**src/rtl/uart_rx_if.sv**
```systemverilog
// Receive-side signal bundle for uart_rx: serial line in, byte/status out, FSM state for debug.
// rx_dv_o is a valid with no ready: the consumer must take rx_byte_o in the one cycle it is high.
interface uart_rx_if;
  logic       rx_serial_i;
  logic       rx_dv_o;
  logic [7:0] rx_byte_o;
  logic       rx_frame_err_o;
  logic       rx_parity_err_o;
  logic       rx_active_o;
  logic [2:0] rx_state_o;

  modport slave (
    input  rx_serial_i,
    output rx_dv_o, rx_byte_o, rx_frame_err_o, rx_parity_err_o, rx_active_o, rx_state_o
  );

  modport master (
    output rx_serial_i,
    input  rx_dv_o, rx_byte_o, rx_frame_err_o, rx_parity_err_o, rx_active_o, rx_state_o
  );
endinterface

```
**src/rtl/uart_rx.sv**
```systemverilog
// uart_rx: 8N1 UART receiver; defining UART_RX_PARITY_EN adds a parity bit (8E1/8O1 via PARITY_ODD).
// Each good byte is presented with a one-cycle rx_dv_o pulse; errors pulse their own flags.
module uart_rx #(
  parameter int CLKS_PER_BIT = 217
`ifdef UART_RX_PARITY_EN
  ,
  parameter bit PARITY_ODD   = 1'b0
`endif
) (
  input logic      clk_i,
  input logic      rst_n_i,
  uart_rx_if.slave rx_if
);

  localparam logic [15:0] LAST = 16'(CLKS_PER_BIT - 1);
  localparam logic [15:0] HALF = 16'((CLKS_PER_BIT - 1) / 2);

  typedef enum logic [2:0] {
    IDLE    = 3'd0,
    START   = 3'd1,
    DATA    = 3'd2,
`ifdef UART_RX_PARITY_EN
    PARITY  = 3'd3,
`endif
    STOP    = 3'd4,
    CLEANUP = 3'd5
  } state_e;

  state_e      state_q, state_d;
  logic        sync1_q, rx_s_q;
  logic [15:0] cnt_q, cnt_d;
  logic [2:0]  idx_q, idx_d;
  logic [7:0]  data_q, data_d;
  logic [7:0]  byte_q, byte_d;
  logic        dv_q, dv_d;
  logic        ferr_q, ferr_d;
  logic        active_q, active_d;
  logic        mismatch;
`ifdef UART_RX_PARITY_EN
  logic        mismatch_q, mismatch_d;
  logic        perr_q, perr_d;
  assign mismatch = mismatch_q;
`else
  assign mismatch = 1'b0;
`endif

  always_ff @(posedge clk_i) begin
    if (!rst_n_i) begin
      state_q    <= IDLE;
      sync1_q    <= 1'b1;
      rx_s_q     <= 1'b1;
      cnt_q      <= '0;
      idx_q      <= '0;
      data_q     <= '0;
      byte_q     <= '0;
      dv_q       <= 1'b0;
      ferr_q     <= 1'b0;
      active_q   <= 1'b0;
`ifdef UART_RX_PARITY_EN
      mismatch_q <= 1'b0;
      perr_q     <= 1'b0;
`endif
    end else begin
      state_q    <= state_d;
      sync1_q    <= rx_if.rx_serial_i;
      rx_s_q     <= sync1_q;
      cnt_q      <= cnt_d;
      idx_q      <= idx_d;
      data_q     <= data_d;
      byte_q     <= byte_d;
      dv_q       <= dv_d;
      ferr_q     <= ferr_d;
      active_q   <= active_d;
`ifdef UART_RX_PARITY_EN
      mismatch_q <= mismatch_d;
      perr_q     <= perr_d;
`endif
    end
  end

  always_comb begin
    state_d    = state_q;
    cnt_d      = cnt_q;
    idx_d      = idx_q;
    data_d     = data_q;
    byte_d     = byte_q;
    dv_d       = 1'b0;
    ferr_d     = 1'b0;
    active_d   = active_q;
`ifdef UART_RX_PARITY_EN
    mismatch_d = mismatch_q;
    perr_d     = 1'b0;
`endif
    case (state_q)
      IDLE: begin
        cnt_d = '0;
        idx_d = '0;
        if (!rx_s_q) state_d = START;
      end
      // Re-check the line at mid start bit so short glitches are dropped silently.
      START: begin
        if (cnt_q == HALF) begin
          cnt_d = '0;
          if (!rx_s_q) begin
            active_d = 1'b1;
            state_d  = DATA;
          end else begin
            state_d  = IDLE;
          end
        end else begin
          cnt_d = cnt_q + 16'd1;
        end
      end
      DATA: begin
        if (cnt_q == LAST) begin
          cnt_d         = '0;
          data_d[idx_q] = rx_s_q;
          if (idx_q == 3'd7) begin
            idx_d = '0;
`ifdef UART_RX_PARITY_EN
            state_d = PARITY;
`else
            state_d = STOP;
`endif
          end else begin
            idx_d = idx_q + 3'd1;
          end
        end else begin
          cnt_d = cnt_q + 16'd1;
        end
      end
`ifdef UART_RX_PARITY_EN
      PARITY: begin
        if (cnt_q == LAST) begin
          cnt_d      = '0;
          mismatch_d = ((^data_q) ^ rx_s_q) != PARITY_ODD;
          state_d    = STOP;
        end else begin
          cnt_d = cnt_q + 16'd1;
        end
      end
`endif
      STOP: begin
        if (cnt_q == LAST) begin
          cnt_d    = '0;
          active_d = 1'b0;
          state_d  = CLEANUP;
          ferr_d   = ~rx_s_q;
          if (rx_s_q && !mismatch) begin
            dv_d   = 1'b1;
            byte_d = data_q;
          end
`ifdef UART_RX_PARITY_EN
          perr_d = mismatch_q;
`endif
        end else begin
          cnt_d = cnt_q + 16'd1;
        end
      end
      // Waiting for a high line here turns a held-low break into a single frame error.
      CLEANUP: begin
        active_d = 1'b0;
        if (rx_s_q) state_d = IDLE;
      end
      default: state_d = IDLE;
    endcase
  end

  assign rx_if.rx_dv_o         = dv_q;
  assign rx_if.rx_byte_o       = byte_q;
  assign rx_if.rx_frame_err_o  = ferr_q;
  assign rx_if.rx_active_o     = active_q;
  assign rx_if.rx_state_o      = state_q;
`ifdef UART_RX_PARITY_EN
  assign rx_if.rx_parity_err_o = perr_q;
`else
  assign rx_if.rx_parity_err_o = 1'b0;
`endif

endmodule
```
**src/flat_wrapper.sv**
```systemverilog
// flat-port wrapper written by rule: the top's interface ports become plain ports
module uart_rx_flat 
#(
  parameter int CLKS_PER_BIT = 217

)
  (clk_i, rst_n_i, rx_if_rx_serial_i, rx_if_rx_dv_o, rx_if_rx_byte_o, rx_if_rx_frame_err_o, rx_if_rx_parity_err_o, rx_if_rx_active_o, rx_if_rx_state_o);
  uart_rx_if rx_if_i ();
  input logic clk_i;
  input logic rst_n_i;
  input wire logic [$bits(rx_if_i.rx_serial_i)-1:0] rx_if_rx_serial_i;
  output wire logic [$bits(rx_if_i.rx_dv_o)-1:0] rx_if_rx_dv_o;
  output wire logic [$bits(rx_if_i.rx_byte_o)-1:0] rx_if_rx_byte_o;
  output wire logic [$bits(rx_if_i.rx_frame_err_o)-1:0] rx_if_rx_frame_err_o;
  output wire logic [$bits(rx_if_i.rx_parity_err_o)-1:0] rx_if_rx_parity_err_o;
  output wire logic [$bits(rx_if_i.rx_active_o)-1:0] rx_if_rx_active_o;
  output wire logic [$bits(rx_if_i.rx_state_o)-1:0] rx_if_rx_state_o;
  assign rx_if_i.rx_serial_i = rx_if_rx_serial_i;
  assign rx_if_rx_dv_o = rx_if_i.rx_dv_o;
  assign rx_if_rx_byte_o = rx_if_i.rx_byte_o;
  assign rx_if_rx_frame_err_o = rx_if_i.rx_frame_err_o;
  assign rx_if_rx_parity_err_o = rx_if_i.rx_parity_err_o;
  assign rx_if_rx_active_o = rx_if_i.rx_active_o;
  assign rx_if_rx_state_o = rx_if_i.rx_state_o;
  uart_rx #(.CLKS_PER_BIT(CLKS_PER_BIT)) u_core (.clk_i(clk_i), .rst_n_i(rst_n_i), .rx_if(rx_if_i));
endmodule
```
**config.mk**
```make
export PLATFORM = sky130hd
export DESIGN_NAME = uart_rx_flat
export DESIGN_NICKNAME = d
export VERILOG_FILES = /design/src/rtl/uart_rx_if.sv /design/src/rtl/uart_rx.sv /design/src/flat_wrapper.sv
export SDC_FILE = /design/constraint.sdc
export NUM_CORES = 1
export LEC_CHECK = 0
export ABC_CLOCK_PERIOD_IN_PS = 3200
export CORE_ASPECT_RATIO = 2
export CORE_MARGIN = 2
export CORE_UTILIZATION = 60
export CTS_BUF_LIST = sky130_fd_sc_hd__clkbuf_4 sky130_fd_sc_hd__clkbuf_8 sky130_fd_sc_hd__clkbuf_16
export DETAILED_ROUTE_END_ITERATION = 12
export PLACE_DENSITY = 0.88
export RECOVER_POWER = 100
export SETUP_SLACK_MARGIN = 0.1
export SLEW_MARGIN = 25
export SYNTH_ARGS = -nofsm -noshare
export SYNTH_HDL_FRONTEND = slang
export SYNTH_SLANG_ARGS = --single-unit
```
**constraint.sdc**
```tcl
create_clock -name clk_i -period 3.2 [get_ports clk_i]
set_input_delay 0.96 -clock clk_i [delete_from_list [all_inputs] [get_ports clk_i]]
set_output_delay 0.96 -clock clk_i [all_outputs]
set_load 0.005 [all_outputs]
```
==> run metrics <==
layout cells sized above 1=6.43%; outcome=finished clean; number of global-route vias before repair=2008; IO Port Bufs=16; Initial DRC Count=87; Crit. End Element=output port; worst hold stages=1; Root Driver=clkbuf_8; Synth Cell Area=2260 um^2; Setup CP Type=reg2out; DR pass1 iterations=4; Vias/cell=6.22; I/O pin cnt=18; Die Wd=47.4 um; Least-Margin Pin Slew=0.948 ns; Slew headroom=36.8%; sequential cell area=861 um^2; die area=4310 um^2; Hold-fix buffers, CTS=0; number of synthesized flops with an enable pin=0; fin area=2530 um^2; Post-Synthesis Cells=271; total CTS buffers=5; top cells by area, synth=dfxtp_1 38%, o211ai_1 5.6%, nand2_1 4.6%; per-cell routed wire length=15.9 um; first-pass GRT wire length=8750 um; clock buffer depth=2; WP data required=2.24 ns; Worst-Skew Late Latency=0.30 ns; crit start category=flip-flop; Overflow after GRT=0; Max IR drop VDD=0.458 mV; fmax=358 MHz; max-cap check violation count=0; area of the multi-input gates=1290 um^2; TritonCTS clock tree=done; DP Area=2430 um^2; largest net degree at the start of global routing=31; core area=3610 um^2; Tcrit/Tclk final=87.4%; residual DRC count=0; Yosys top cell area share=38.1%; minimum clock period=2.80 ns; post-DP HPWL=3790 um; Final Hold Fails=0; Clock Sinks=43; antenna violations before repair=0; Crit Path Max Fanout=18; # setup viols final=0; final WL=5240 um; Synth cell types=53; Initial Util=62.7%; WP data arrival=1.84 ns; CTS resizes=0; Area Growth Syn to Fin=11.9%; H-tree Lvls=2; syn avg cell area=8.35 um^2; fin. max-slew vios=0; die height=90.8 um; Seq/Total Area, Yosys=38.1%; worst hold slack=0.418 ns; Post-layout nets=286; Synth Warn #=0; post-CTS setup buffers=0; ANT cells=0; syn nets=278; clk_skew=0.0135 ns; fillers=304; setup TNS=0 ns; worst hold path type=reg2reg; via count=2046; RSZ-0062 raised after global routing=false; Reg2Reg Depth=8; ys flop type=dfxtp_1; Yosys reg bits=43; Synth area leader=dfxtp_1; leak pwr=0.890 nW; GP Congestion=0.917; clk slew on worst S/H paths=0.08 ns; PwrDens=399 nW/um^2; site row count=31; Post-synth ARST share=0%; Detail Route Antenna Nets=0; GRT Total Usage=27.3%
-- metal layers --
layer | vias to the layer above | GRT usage (%) | share of wire [%]
li1 | 994 | - | -
met1 | 957 | 28.5 | 36
met2 | 70 | 47.0 | 57
met3 | 25 | 3.80 | 3.2
met4 | 0 | 15.7 | 4.0
met5 | - | 0 | 0
-- synth_stat cells, drive strengths merged, types with 2 or more instances --
cell,count
and2,5
nand3,9
o21a,2
inv,6
o211ai,17
or2,2
nor3,6
o31ai,3
or4,4
nand2b,4
o311ai,2
nor2,21
mux2,2
dfxtp,43
buf,4
a22oi,3
nor2b,13
nor4,2
nand2,29
clkbuf,16
o21ai,12
and4,4
mux2i,10
and3,5
a21oi,8
a21boi,8
ha,4
nand4,8
nand3b,2
-- where the power goes --
| group | internal (mW) | switching (mW) | total, mW |
|---|---|---|---|
| clock | 0.232 | 0.193 | 0.426 |
| combinational | 0.0155 | 0.0257 | 0.0412 |
| sequential | 0.538 | 0.00475 | 0.542 |
-- state kept, by name (all words and copies together), names as in the netlist --
signal                       cells
u_core.cnt_q                    16
u_core.data_q                    8
u_core.idx_q                     3
u_core.rx_if.rx_active_o         1
u_core.rx_if.rx_byte_o           8
u_core.rx_if.rx_dv_o             1
u_core.rx_if.rx_frame_err_o      1
u_core.rx_if.rx_state_o          3
u_core.rx_s_q                    1
u_core.sync1_q                   1
-- cells by family (layout without fill, tap and decap cells) --
kind of cell / count (synthesis) / in the layout / share of synthesized area (%)
buffers and inverters: 26 / 35 / 4.87
muxes: 12 / 12 / 5.42
and+or+nand+nor: 121 / 121 / 29.8
AOI/OAI and AO/OA: 61 / 61 / 18.3
DFF: 43 / 43 / 38.1
xor gates and xnor gates: 2 / 2 / 0.774
other: 1 / 1 / 0.166
adders and majority gates: 5 / 5 / 2.65
-- cells in the final DEF (no fill, tap or decap), types with 2 or more instances in the layout --
cell,Yosys,routed
or2_2,2,2
nor3_1,6,6
or4_1,3,4
dfxtp_1,43,43
o211ai_1,17,17
ha_1,4,4
o21ai_1,3,2
nand4_1,8,8
clkbuf_8,0,5
a21boi_0,5,7
a22oi_1,3,3
and3_1,5,5
a21oi_1,8,8
and2_1,5,5
nand2_1,28,28
o21a_1,2,2
o21ai_0,9,10
and4_1,4,4
dlygate4sd3_1,0,14
inv_1,6,6
clkdlybuf4s50_1,0,2
o31ai_1,3,3
mux2_2,2,2
buf_4,3,2
nand3b_1,2,2
clkbuf_1,16,3
nor2b_1,13,13
nand2b_1,4,4
mux2i_1,10,10
nand3_1,9,9
nor2_1,21,21
-- final timing paths --
| check | start | end | slack, ns |
|---|---|---|---|
| setup / recovery | u_core.rx_if.rx_state_o[1] | rx_if_rx_state_o[1] | 0.40 |
| hold / removal | u_core.sync1_q | u_core.rx_s_q | 0.42 |
| setup reg to reg | u_core.cnt_q[0] | u_core.data_q[2] | 0.41 |
| hold reg to reg | u_core.sync1_q | u_core.rx_s_q | 0.42 |
-- layout make-up --
class	instances	area share (%)
Sequential cell	43	34.0
Tap cell	49	2.42
Clock inverter	3	1.73
Multi-Input combinational cell	202	50.9
Clock buffer	5	2.72
Inverter	6	0.890
Timing Repair Buffer	21	7.37
-- critical path, cell delays in order (launching register included) --
cell             delay, ns
dfxtp_1               0.33
clkbuf_1              0.58
clkdlybuf4s50_1       0.63
-- metrics by stage --
| stage | total power, mW | instances | util (%) | worst slack [ns] |
|---|---|---|---|---|
| 6_report | 1.01 | 329 | 70.2 | 0.403 |
| 5_1_grt | 1.04 | 329 | 70.2 | 0.210 |
| 4_1_cts | 1.01 | 329 | 70.6 | 0.622 |
| 3_5_place_dp | 0.597 | 321 | 67.5 | 0.580 |
| 3_3_place_gp | 0.596 | 321 | 67.5 | 0.596 |
| 2_1_floorplan | 0.583 | 271 | - | 1.03 |
No activity file was read; power rests on OpenSTA's default activity.
